[src/rtl/mb_scheduler.sv]
// mb_scheduler: raster-order macroblock scheduler pacing the extractor and intra-prediction handshake.
// Optional feature: define MB_SCHED_STALL_CNT_EN to add a saturating stall_cnt output.
module mb_scheduler #(
  parameter int WIDTH       = 720,
  parameter int LENGTH      = 1280,
  parameter int MB_SIZE_L   = 16,
  parameter int MB_SIZE_W   = 16,
  parameter int EXTRACT_LAT = 1
) (
  input  logic        clk,
  input  logic        reset,
  input  logic        start,
  output logic        ext_enable,
  output logic [12:0] mbnumber,
  output logic        mb_valid,
  input  logic        mb_ready,
  output logic        top_avail,
  output logic        left_avail,
  output logic        busy,
`ifdef MB_SCHED_STALL_CNT_EN
  output logic        frame_done,
  output logic [15:0] stall_cnt
`else
  output logic        frame_done
`endif
);

  localparam int MB_COLS  = LENGTH / MB_SIZE_W;
  localparam int MB_ROWS  = WIDTH / MB_SIZE_L;
  localparam int MB_TOTAL = MB_COLS * MB_ROWS;
  localparam int CNT_W    = $clog2(EXTRACT_LAT + 1);

  localparam logic [12:0]      LAST_MB  = 13'(MB_TOTAL - 1);
  localparam logic [12:0]      LAST_COL = 13'(MB_COLS - 1);
  localparam logic [CNT_W-1:0] LAT_LOAD = CNT_W'(EXTRACT_LAT);

  localparam logic [2:0] IDLE  = 3'd0;
  localparam logic [2:0] FETCH = 3'd1;
  localparam logic [2:0] WAIT  = 3'd2;
  localparam logic [2:0] VALID = 3'd3;
  localparam logic [2:0] DONE  = 3'd4;

  logic [2:0]       state;
  logic [12:0]      mb_x;
  logic [12:0]      mb_y;
  logic [CNT_W-1:0] wait_cnt;

  always_ff @(posedge clk or negedge reset) begin
    if (!reset) begin
      state    <= IDLE;
      mbnumber <= '0;
      mb_x     <= '0;
      mb_y     <= '0;
      wait_cnt <= '0;
    end else begin
      case (state)
        IDLE: begin
          if (start) begin
            state    <= FETCH;
            mbnumber <= '0;
            mb_x     <= '0;
            mb_y     <= '0;
          end
        end
        FETCH: begin
          state    <= WAIT;
          wait_cnt <= LAT_LOAD;
        end
        WAIT: begin
          // Leaving on a count of 1 keeps WAIT exactly EXTRACT_LAT cycles long.
          if (wait_cnt <= CNT_W'(1)) begin
            state    <= VALID;
            wait_cnt <= '0;
          end else begin
            wait_cnt <= wait_cnt - CNT_W'(1);
          end
        end
        VALID: begin
          if (mb_ready) begin
            if (mbnumber == LAST_MB) begin
              state <= DONE;
            end else begin
              state    <= FETCH;
              mbnumber <= mbnumber + 13'd1;
              if (mb_x == LAST_COL) begin
                mb_x <= '0;
                mb_y <= mb_y + 13'd1;
              end else begin
                mb_x <= mb_x + 13'd1;
              end
            end
          end
        end
        DONE: begin
          state <= IDLE;
        end
        default: begin
          state <= IDLE;
        end
      endcase
    end
  end

  assign ext_enable = (state == FETCH);
  assign mb_valid   = (state == VALID);
  assign busy       = (state != IDLE);
  assign frame_done = (state == DONE);
  assign top_avail  = (mb_y != '0);
  assign left_avail = (mb_x != '0);

`ifdef MB_SCHED_STALL_CNT_EN
  always_ff @(posedge clk or negedge reset) begin
    if (!reset) begin
      stall_cnt <= '0;
    end else if (state == IDLE && start) begin
      stall_cnt <= '0;
    end else if (mb_valid && !mb_ready && stall_cnt != '1) begin
      stall_cnt <= stall_cnt + 16'd1;
    end
  end
`endif

endmodule
[config.mk]
export PLATFORM = sky130hd
export DESIGN_NAME = mb_scheduler
export DESIGN_NICKNAME = d
export VERILOG_FILES = /design/src/rtl/mb_scheduler.sv
export SDC_FILE = /design/constraint.sdc
export NUM_CORES = 1
export LEC_CHECK = 0
export ABC_CLOCK_PERIOD_IN_PS = 2750
export CORE_ASPECT_RATIO = 0.75
export CORE_UTILIZATION = 57
export CTS_CLUSTER_DIAMETER = 30
export DETAILED_ROUTE_END_ITERATION = 10
export GPL_TIMING_DRIVEN = 0
export PLACE_DENSITY = 0.76
export SYNTH_ARGS = -nofsm -noshare
export SYNTH_HDL_FRONTEND = slang
export SYNTH_SLANG_ARGS = --single-unit
[constraint.sdc]
create_clock -name clk -period 2.75 [get_ports clk]
set_clock_uncertainty 0.15 [all_clocks]
set_input_delay 0.275 -clock clk [delete_from_list [all_inputs] [get_ports clk]]
set_output_delay 0.275 -clock clk [all_outputs]
set_load 0.05 [all_outputs]
* Yosys cells after proc, flatten, opt, wreduce, memory -nomap -nowiden *
Index checks and enable logic that the tools add are counted.

storage, ports and cells
  flip-flop bits (word level) = 43
  input port bits = 4
  output and inout bits = 19
  logic and storage cells = 49

cells by class
  $add $sub $neg = 4
  magnitude comparators = 1
  eq/ne operators = 11
  muxes and demuxes = 19
  reduce and logical (&&, ||, !) cells = 9

operator list
  kind                     number
  $mux W13                 9
  $pmux W13 S2             3
  $add A13 B1 Y13 const B  3
  $reduce_bool A13 Y1      2
  $eq A13 B12 Y1 const B   1
  $eq A13 B7 Y1 const B    1
  $mux W3                  4
  $pmux W3 S4              1
  $eq A3 B2 Y1 const B     2
  $ne A2 B2 Y1 const B     3
  $reduce_and A5 Y1        1
  $ne A2 B1 Y1 const B     2
  $reduce_and A4 Y1        1
  $reduce_bool A2 Y1       2
  $eq A3 B1 Y1 const B     1
  $eq A3 B3 Y1 const B     1
  $logic_not A3 Y1         1
  $reduce_and A3 Y1        1
  $reduce_bool A3 Y1       1
  $pmux W1 S2              1
  $le A1 B1 Y1 const B     1
  $mux W1                  1
  $sub A1 B1 Y1 const B    1

* Depth between registers and ports, before layout *
Gate-level depths: netlist of the first run.

  word-level depth = 5
  mapped depth = 8
  gate-level depth less buffers = 6

* Least setup slack after synthesis of the first run *
No wires, ideal clock.

  kind = register to register
  start point = register mbnumber[0]
  end point = register mb_x[3]
  library setup time = 0.087 ns
  arrival time = 2.219 ns
  data required time = 2.513 ns
  setup slack = 0.295 ns
  stages on the path, launching flop included = 7
  buffers on the path = 0
  period minus slack after synthesis = 2.455 ns
  cell sequence = dfrtp_1 > ha_1 > and3_1 > a41oi_1 > nor2_1 > or4_1 > o211ai_1

on the way
  longest elaborated chain between the ends = 3

RTL lines
  item                         RTL line  source
  from (decl)                  14        output logic [12:0] mbnumber,
  from (signal assigned)       84        mbnumber <= mbnumber + 13'd1;
  $eq A13 B12 Y1               80        if (mbnumber == LAST_MB) begin
  $ne A2 B2 Y1 (no line)       n/a
  $reduce_and A4 Y1 (no line)  n/a
  to (signal assigned)         89        mb_x <= mb_x + 13'd1;
  to (decl)                    44        logic [12:0] mb_x;

Every way passes these cells.
A chain may end at the register's enable or synchronous reset.

* Final worst setup path of the first run *
  start point = register state[1]
  end point = output mb_valid

on the way
  longest elaborated chain between the ends = 1

RTL lines
  item                    RTL line  source
  from (decl)             43        logic [2:0] state;
  from (signal assigned)  50        state <= IDLE;
  from (signal assigned)  59        state <= FETCH;
  from (signal assigned)  66        state <= WAIT;
  $eq A3 B2 Y1            105       assign mb_valid = (state == VALID);
  to (decl)               15        output logic mb_valid,

Every way passes these cells.

==> impl_metrics.ini, run 1 <==
[worst_setup_path]
path_cells = clkbuf_1 -> nand3b_1 -> inv_2 -> clkdlybuf4s50_1
crit_path_start = state[1]
critPathRequiredTime_ns = 2.33
reg2reg_setup_slack_ns = 0.19
path_buf_inv = 3
end_kind = output port
reg2reg_from = mbnumber[0]
crit_family = buffers and inverters
slowest_delay_ns = 0.83
reg2regPathDepth = 6
cp.depth = 4
cp.arrival_ns = 2.19
regToRegEndpoint = mb_y[8]
cp-endpoint = mb_valid
path_class = reg2out
slowest_stage = clkdlybuf4s50_1
worstSetupStartpointType = flop
cp_max_fo = 9

[logic_synthesis]
synthMuxAreaShare = 0
synth_xor_area_frac = 0.00752
synthCells = 276
synth_fp_nets = 285
yosysWarnings = 0
avgSynthCellArea_sq_um = 8.44
synth_area_leaders = dfrtp_1, o21ai_0, nand2_1
yosys.area_share.simple = 0.255
yosysTopAreaCellShare = 0.451
synth_top_family_by_area = simple AND/OR/NAND/NOR gates
ys_seq_area_frac = 0.451
netlist_area_sq_mm = 0.00233
yosys_register_bits = 42
yosys.area.top_type = dfrtp_1
synth_compound_area_frac = 0.222
synth_cell_types = 40
synthAdderAreaFrac = 0.0269

[global_route]
antenna_found_initial = 0
grt_pass1_wl_mm = 9.38
grt_max_degree = 32
grt_overflow = 0
grt_pass1_vias = 1921
grt_use_total = 0.288

[floorplanning]
core_area_sq_mm = 0.00378
dieHeight_microns = 57.4
fp-row-count = 19
io_pins = 23
chipWidth_microns = 75.8
dieArea_sq_mm = 0.00435
initial_core_util = 0.616

[pwr]
netSwitchingFraction = 0.455
pwr-share-seq = 0.331
p_per_area_mw_per_mm2 = 916
power_frac_comb = 0.474
power_frac_clock = 0.196
p_int_mw = 1.38
power.switching_mw = 1.15
ir_drop_mv = 0.779
p_leak_nw = 1.11

[outcome]
status = finished, final reports clean

[timing]
post-route-period-util = 0.952
hold_viol = 0
final-setup-viol-count = 0
clock.fmax_mhz = 382
final_max_slew_viol_count = 0
max_slew_margin = 0.548
grt_setup_unrepaired = false
fin_ws_ns = 0.131
setup_tns_ns = 0
finalCriticalPeriod_ns = 2.62
worstMarginPinSlew_ns = 0.674

[detailed_routing]
via_per_inst = 6.09
drt_iter0_markers = 151
ant_nets = 0
drc = 0
routedWlPerCell_microns = 15.3
firstDrtPassIters = 4
route.vias.total = 2192
wl_mm = 5.49

[final_layout]
final_cell_mix = dfrtp_1, o21ai_0, nand2_1
nets = 316
fin_cells = 360
final_util = 0.729
synthToLayoutAreaGrowth_pct = 18.3
antennaDiodeCount = 0
drive_above_1_share = 0.0682
final_common_cell = dfrtp_1

[clock_tree]
cts_setup_buffers = 0
htreeDepth = 2
cts-root-buf = clkbuf_8
clkLatencyLatePin_ns = 0.30
cts_buffer_depth = 2
cts_tree = done
clk_pin_slew_ns = 0.09
numCtsBuffers = 5
cts_num_sinks = 42

[placement]
numPortBuffers = 22
dp_cells = 351
gp_congestion = 0.799
pre_cts_slack_ns = 0.103
dp_hpwl_mm = 3.74

[job]
maxCapViolCount = 0

[worst_hold_path]
hp-class = in2async
-- cell usage after synthesis (all sizes together) --
| cell | count |
|---|---|
| a21oi | 3 |
| a22o | 1 |
| a311oi | 1 |
| a31oi | 8 |
| a41o | 1 |
| a41oi | 2 |
| and2 | 6 |
| and3 | 5 |
| buf | 3 |
| clkbuf | 8 |
| dfrtp | 42 |
| ha | 5 |
| inv | 11 |
| nand2 | 36 |
| nand2b | 2 |
| nand3 | 13 |
| nand3b | 1 |
| nand4 | 9 |
| nand4b | 1 |
| nor2 | 26 |
| nor3 | 5 |
| nor3b | 2 |
| nor4 | 5 |
| nor4b | 1 |
| o211ai | 1 |
| o21ai | 55 |
| o21bai | 2 |
| o31ai | 8 |
| o41ai | 3 |
| or3 | 3 |
| or4 | 5 |
| xnor2 | 1 |
| xor2 | 1 |
-- power groups by stage --
stage | clock network [mW] | registers, mW | logic, mW
after floorplan | 0 | 0.922 | 0.736
after global placement | 0 | 0.838 | 1.16
after detailed placement | 0 | 0.839 | 1.18
after CTS | 0.497 | 0.831 | 1.19
after global routing | 0.514 | 0.850 | 1.31
final | 0.494 | 0.835 | 1.20
-- stage by stage --
stage	hold WS (ns)	power (mW)	instance area (sq um)
after floorplan	-0.171	1.66	2330
after global placement	0.340	2.00	2620
after detailed placement	0.0249	2.02	2630
after CTS	0.234	2.52	2750
after global routing	0.285	2.67	2760
final	0.223	2.52	2760
-- how the worst min path moves through the flow --
stage                       from      endpoint  slack (ns)  cells after the start
CTS                        reset       mb_x[5]        0.23                      2
floorplan                  reset       mb_x[0]       -0.17                      0
detailed placement         reset       mb_x[5]        0.02                      1
finish                     reset       mb_x[5]        0.22                      2
global placement    mbnumber[11]  mbnumber[11]        0.34                      1
global route               reset       mb_x[3]        0.28                      2
-- what timing repair did --
action / in CTS / in global routing
gates resized for setup: 0 / 6
hold endpoints to repair: 16 / 0
hold buffers: 1 / 0
setup endpoints to repair: 0 / 21
-- cell type report --
cell class | count | area, sq um
Timing Repair Buffer | 24 | 248
Multi-Input combinational cell | 212 | 1190
Clock buffer | 5 | 68.8
Tap cell | 52 | 65.1
Buffer | 11 | 50.0
Clock inverter | 3 | 40.0
Fill cell | 292 | 1020
Inverter | 11 | 41.3
Sequential cell | 42 | 1050
-- cells by family (layout without fill, tap and decap cells) --
group / count (synthesis) / in the layout
AND/OR/NAND/NOR: 120 / 120
AO/OA/AOI/OAI: 85 / 85
flip-flops: 42 / 42
buffers and inverters: 22 / 54
adder cells (fa/ha/maj): 5 / 5
XOR/XNOR: 2 / 2
-- routing by layer --
metal / track usage / wire length (microns) / vias to the layer above
met5: 0 / 0 / -
met4: 0.0714 / 34 / 0
met3: 0.0601 / 286 / 5
met2: 0.403 / 2340 / 76
met1: 0.451 / 2830 / 1042
li1: - / - / 1069
-- state kept, by name (all words and copies together) (netlist names) --
signal    count
mb_x         13
mb_y         13
mbnumber     13
state         3
No activity file was read; power rests on OpenSTA's default activity.
==> run 2: changes to the inputs <==
--- a/config.mk
+++ b/config.mk
@@ -6,12 +6,14 @@
 export NUM_CORES = 1
 export LEC_CHECK = 0
 export ABC_CLOCK_PERIOD_IN_PS = 2750
+export CELL_PAD_IN_SITES_DETAIL_PLACEMENT = 2
+export CELL_PAD_IN_SITES_GLOBAL_PLACEMENT = 2
 export CORE_ASPECT_RATIO = 0.75
-export CORE_UTILIZATION = 57
+export CORE_UTILIZATION = 34
 export CTS_CLUSTER_DIAMETER = 30
 export DETAILED_ROUTE_END_ITERATION = 10
 export GPL_TIMING_DRIVEN = 0
-export PLACE_DENSITY = 0.76
+export PLACE_DENSITY = 0.74
 export SYNTH_ARGS = -nofsm -noshare
 export SYNTH_HDL_FRONTEND = slang
 export SYNTH_SLANG_ARGS = --single-unit
==> impl_metrics.ini, run 2 (synthesized netlist as in run 1, its figures left out) <==
[outcome]
status = finished, final reports clean

[global_route]
grt_pass1_vias = 2284
grt_overflow = 0
grt_pass1_wl_mm = 12.6
grt_max_degree = 24
antenna_found_initial = 0
grt_use_total = 0.229

[floorplanning]
fp-row-count = 25
io_pins = 23
chipWidth_microns = 97.6
core_area_sq_mm = 0.00644
initial_core_util = 0.362
dieHeight_microns = 73.7
dieArea_sq_mm = 0.00719

[worst_setup_path]
path_cells = clkbuf_1 -> nand3b_1 -> inv_2 -> clkdlybuf4s50_1
worstSetupStartpointType = flop
cp_max_fo = 9
cp.depth = 4
reg2reg_from = state[1]
reg2reg_setup_slack_ns = 0.23
slowest_delay_ns = 0.85
critPathRequiredTime_ns = 2.33
cp.arrival_ns = 2.19
path_class = reg2out
cp-endpoint = mb_valid
crit_family = buffers and inverters
slowest_stage = clkdlybuf4s50_1
regToRegEndpoint = mb_x[9]
path_buf_inv = 3
end_kind = output port
crit_path_start = state[1]
reg2regPathDepth = 8

[timing]
post-route-period-util = 0.951
grt_setup_unrepaired = false
clock.fmax_mhz = 382
finalCriticalPeriod_ns = 2.62
fin_ws_ns = 0.135
hold_viol = 0
max_slew_margin = 0.528
worstMarginPinSlew_ns = 0.705
hold_ws_ns = 0.329
setup_tns_ns = 0
final-setup-viol-count = 0
final_max_slew_viol_count = 0

[detailed_routing]
drt_iter0_markers = 87
via_per_inst = 5.85
ant_nets = 0
firstDrtPassIters = 4
route.vias.total = 2268
routedWlPerCell_microns = 19.9
drc = 0
wl_mm = 7.72

[final_layout]
synthToLayoutAreaGrowth_pct = 19.3
antennaDiodeCount = 0
final_cell_mix = dfrtp_1, o21ai_0, nand2_1
nets = 316
final_common_cell = dfrtp_1
n_fill_cell = 742
drive_above_1_share = 0.0651
largest_registers = mb_x: 13 flops, mb_y: 13 flops, mbnumber: 13 flops

[clock_tree]
numCtsBuffers = 5
cts-root-buf = clkbuf_8
clk_pin_slew_ns = 0.08
cts_num_sinks = 42
cts_setup_buffers = 0
cts_tree = done
cts_buffer_depth = 2
htreeDepth = 2
clkLatencyLatePin_ns = 0.29

[worst_hold_path]
hp-class = in2async

[pwr]
p_leak_nw = 1.09
p_per_area_mw_per_mm2 = 912
ir_drop_mv = 0.510
design_power_total_mw = 2.53

[placement]
numPortBuffers = 22
pre_cts_slack_ns = -0.217
dp_hpwl_mm = 5.73
gp_congestion = 0.744

[job]
maxCapViolCount = 0
==> run 2: changes by cell type in the layout (fill, tap and decap cells not counted) <==
cell	delta
a41oi_1	-1
a41oi_2	+1
bufinv_16	-1
clkbuf_1	+2
clkinv_2	-2
nor2_2	-1
nor2_4	+1
nor4_1	-1
nor4_2	+1
==> run 2: metal layers <==
metal  track usage  wire [microns]
met1         0.350            4220
met5             0               0
met2         0.343            3250
met3        0.0390             205
met4        0.0343              44
==> run 2: where the power goes <==
group,internal (mW),leakage [nW],total [mW],switching (mW)
clock network,0.175,0.0383,0.391,0.215
registers,0.707,0.565,0.840,0.132
logic,0.414,0.489,1.30,0.889
total,1.30,1.09,2.53,1.24
==> run 2: how the worst min path moves through the flow <==
stage,to,cells past startpoint,slack (ns),from
finish,mb_x[10],2,0.33,reset
global route,mb_x[10],2,0.37,reset
CTS,mbnumber[10],2,0.34,reset
detailed placement,mb_x[10],1,0.12,reset
global placement,mbnumber[11],1,0.35,mbnumber[11]
floorplan,mb_x[0],0,-0.17,reset
==> run 2: per-stage QoR <==
step / util / instance area [sq um] / cells
final: 0.431 / 2780 / 388
after global routing: 0.431 / 2780 / 388
after CTS: 0.429 / 2760 / 388
after detailed placement: 0.414 / 2670 / 380
after global placement: 0.411 / 2650 / 379
after floorplan: - / 2330 / 276
==> run 2: area by class of cell <==
cell class / instances / area (sq um) / share of cell area
Inverter: 11 / 41.3 / 0.0149
Sequential cell: 42 / 1050 / 0.378
Multi-Input combinational cell: 212 / 1210 / 0.436
Clock buffer: 7 / 76.3 / 0.0275
Buffer: 11 / 50.0 / 0.0180
Tap cell: 81 / 101 / 0.0365
Timing Repair Buffer: 24 / 248 / 0.0891
==> run 2: worst reg2reg max path, stage by stage (launching register included) <==
cell and delay (ns):
dfrtp_1 0.32, clkbuf_1 0.30, nand3b_1 0.20, inv_2 0.23
o41ai_4 0.13, buf_4 0.20, nor2_1 0.57, nand4_1 0.17
o21ai_0 0.17
==> run 2: repair_timing <==
action,in CTS,in global routing
hold buffers,1,0
setup endpoints to repair,22,9
hold endpoints to repair,19,0
gates cloned,0,0
pin swaps,0,0
gates resized for setup,3,5
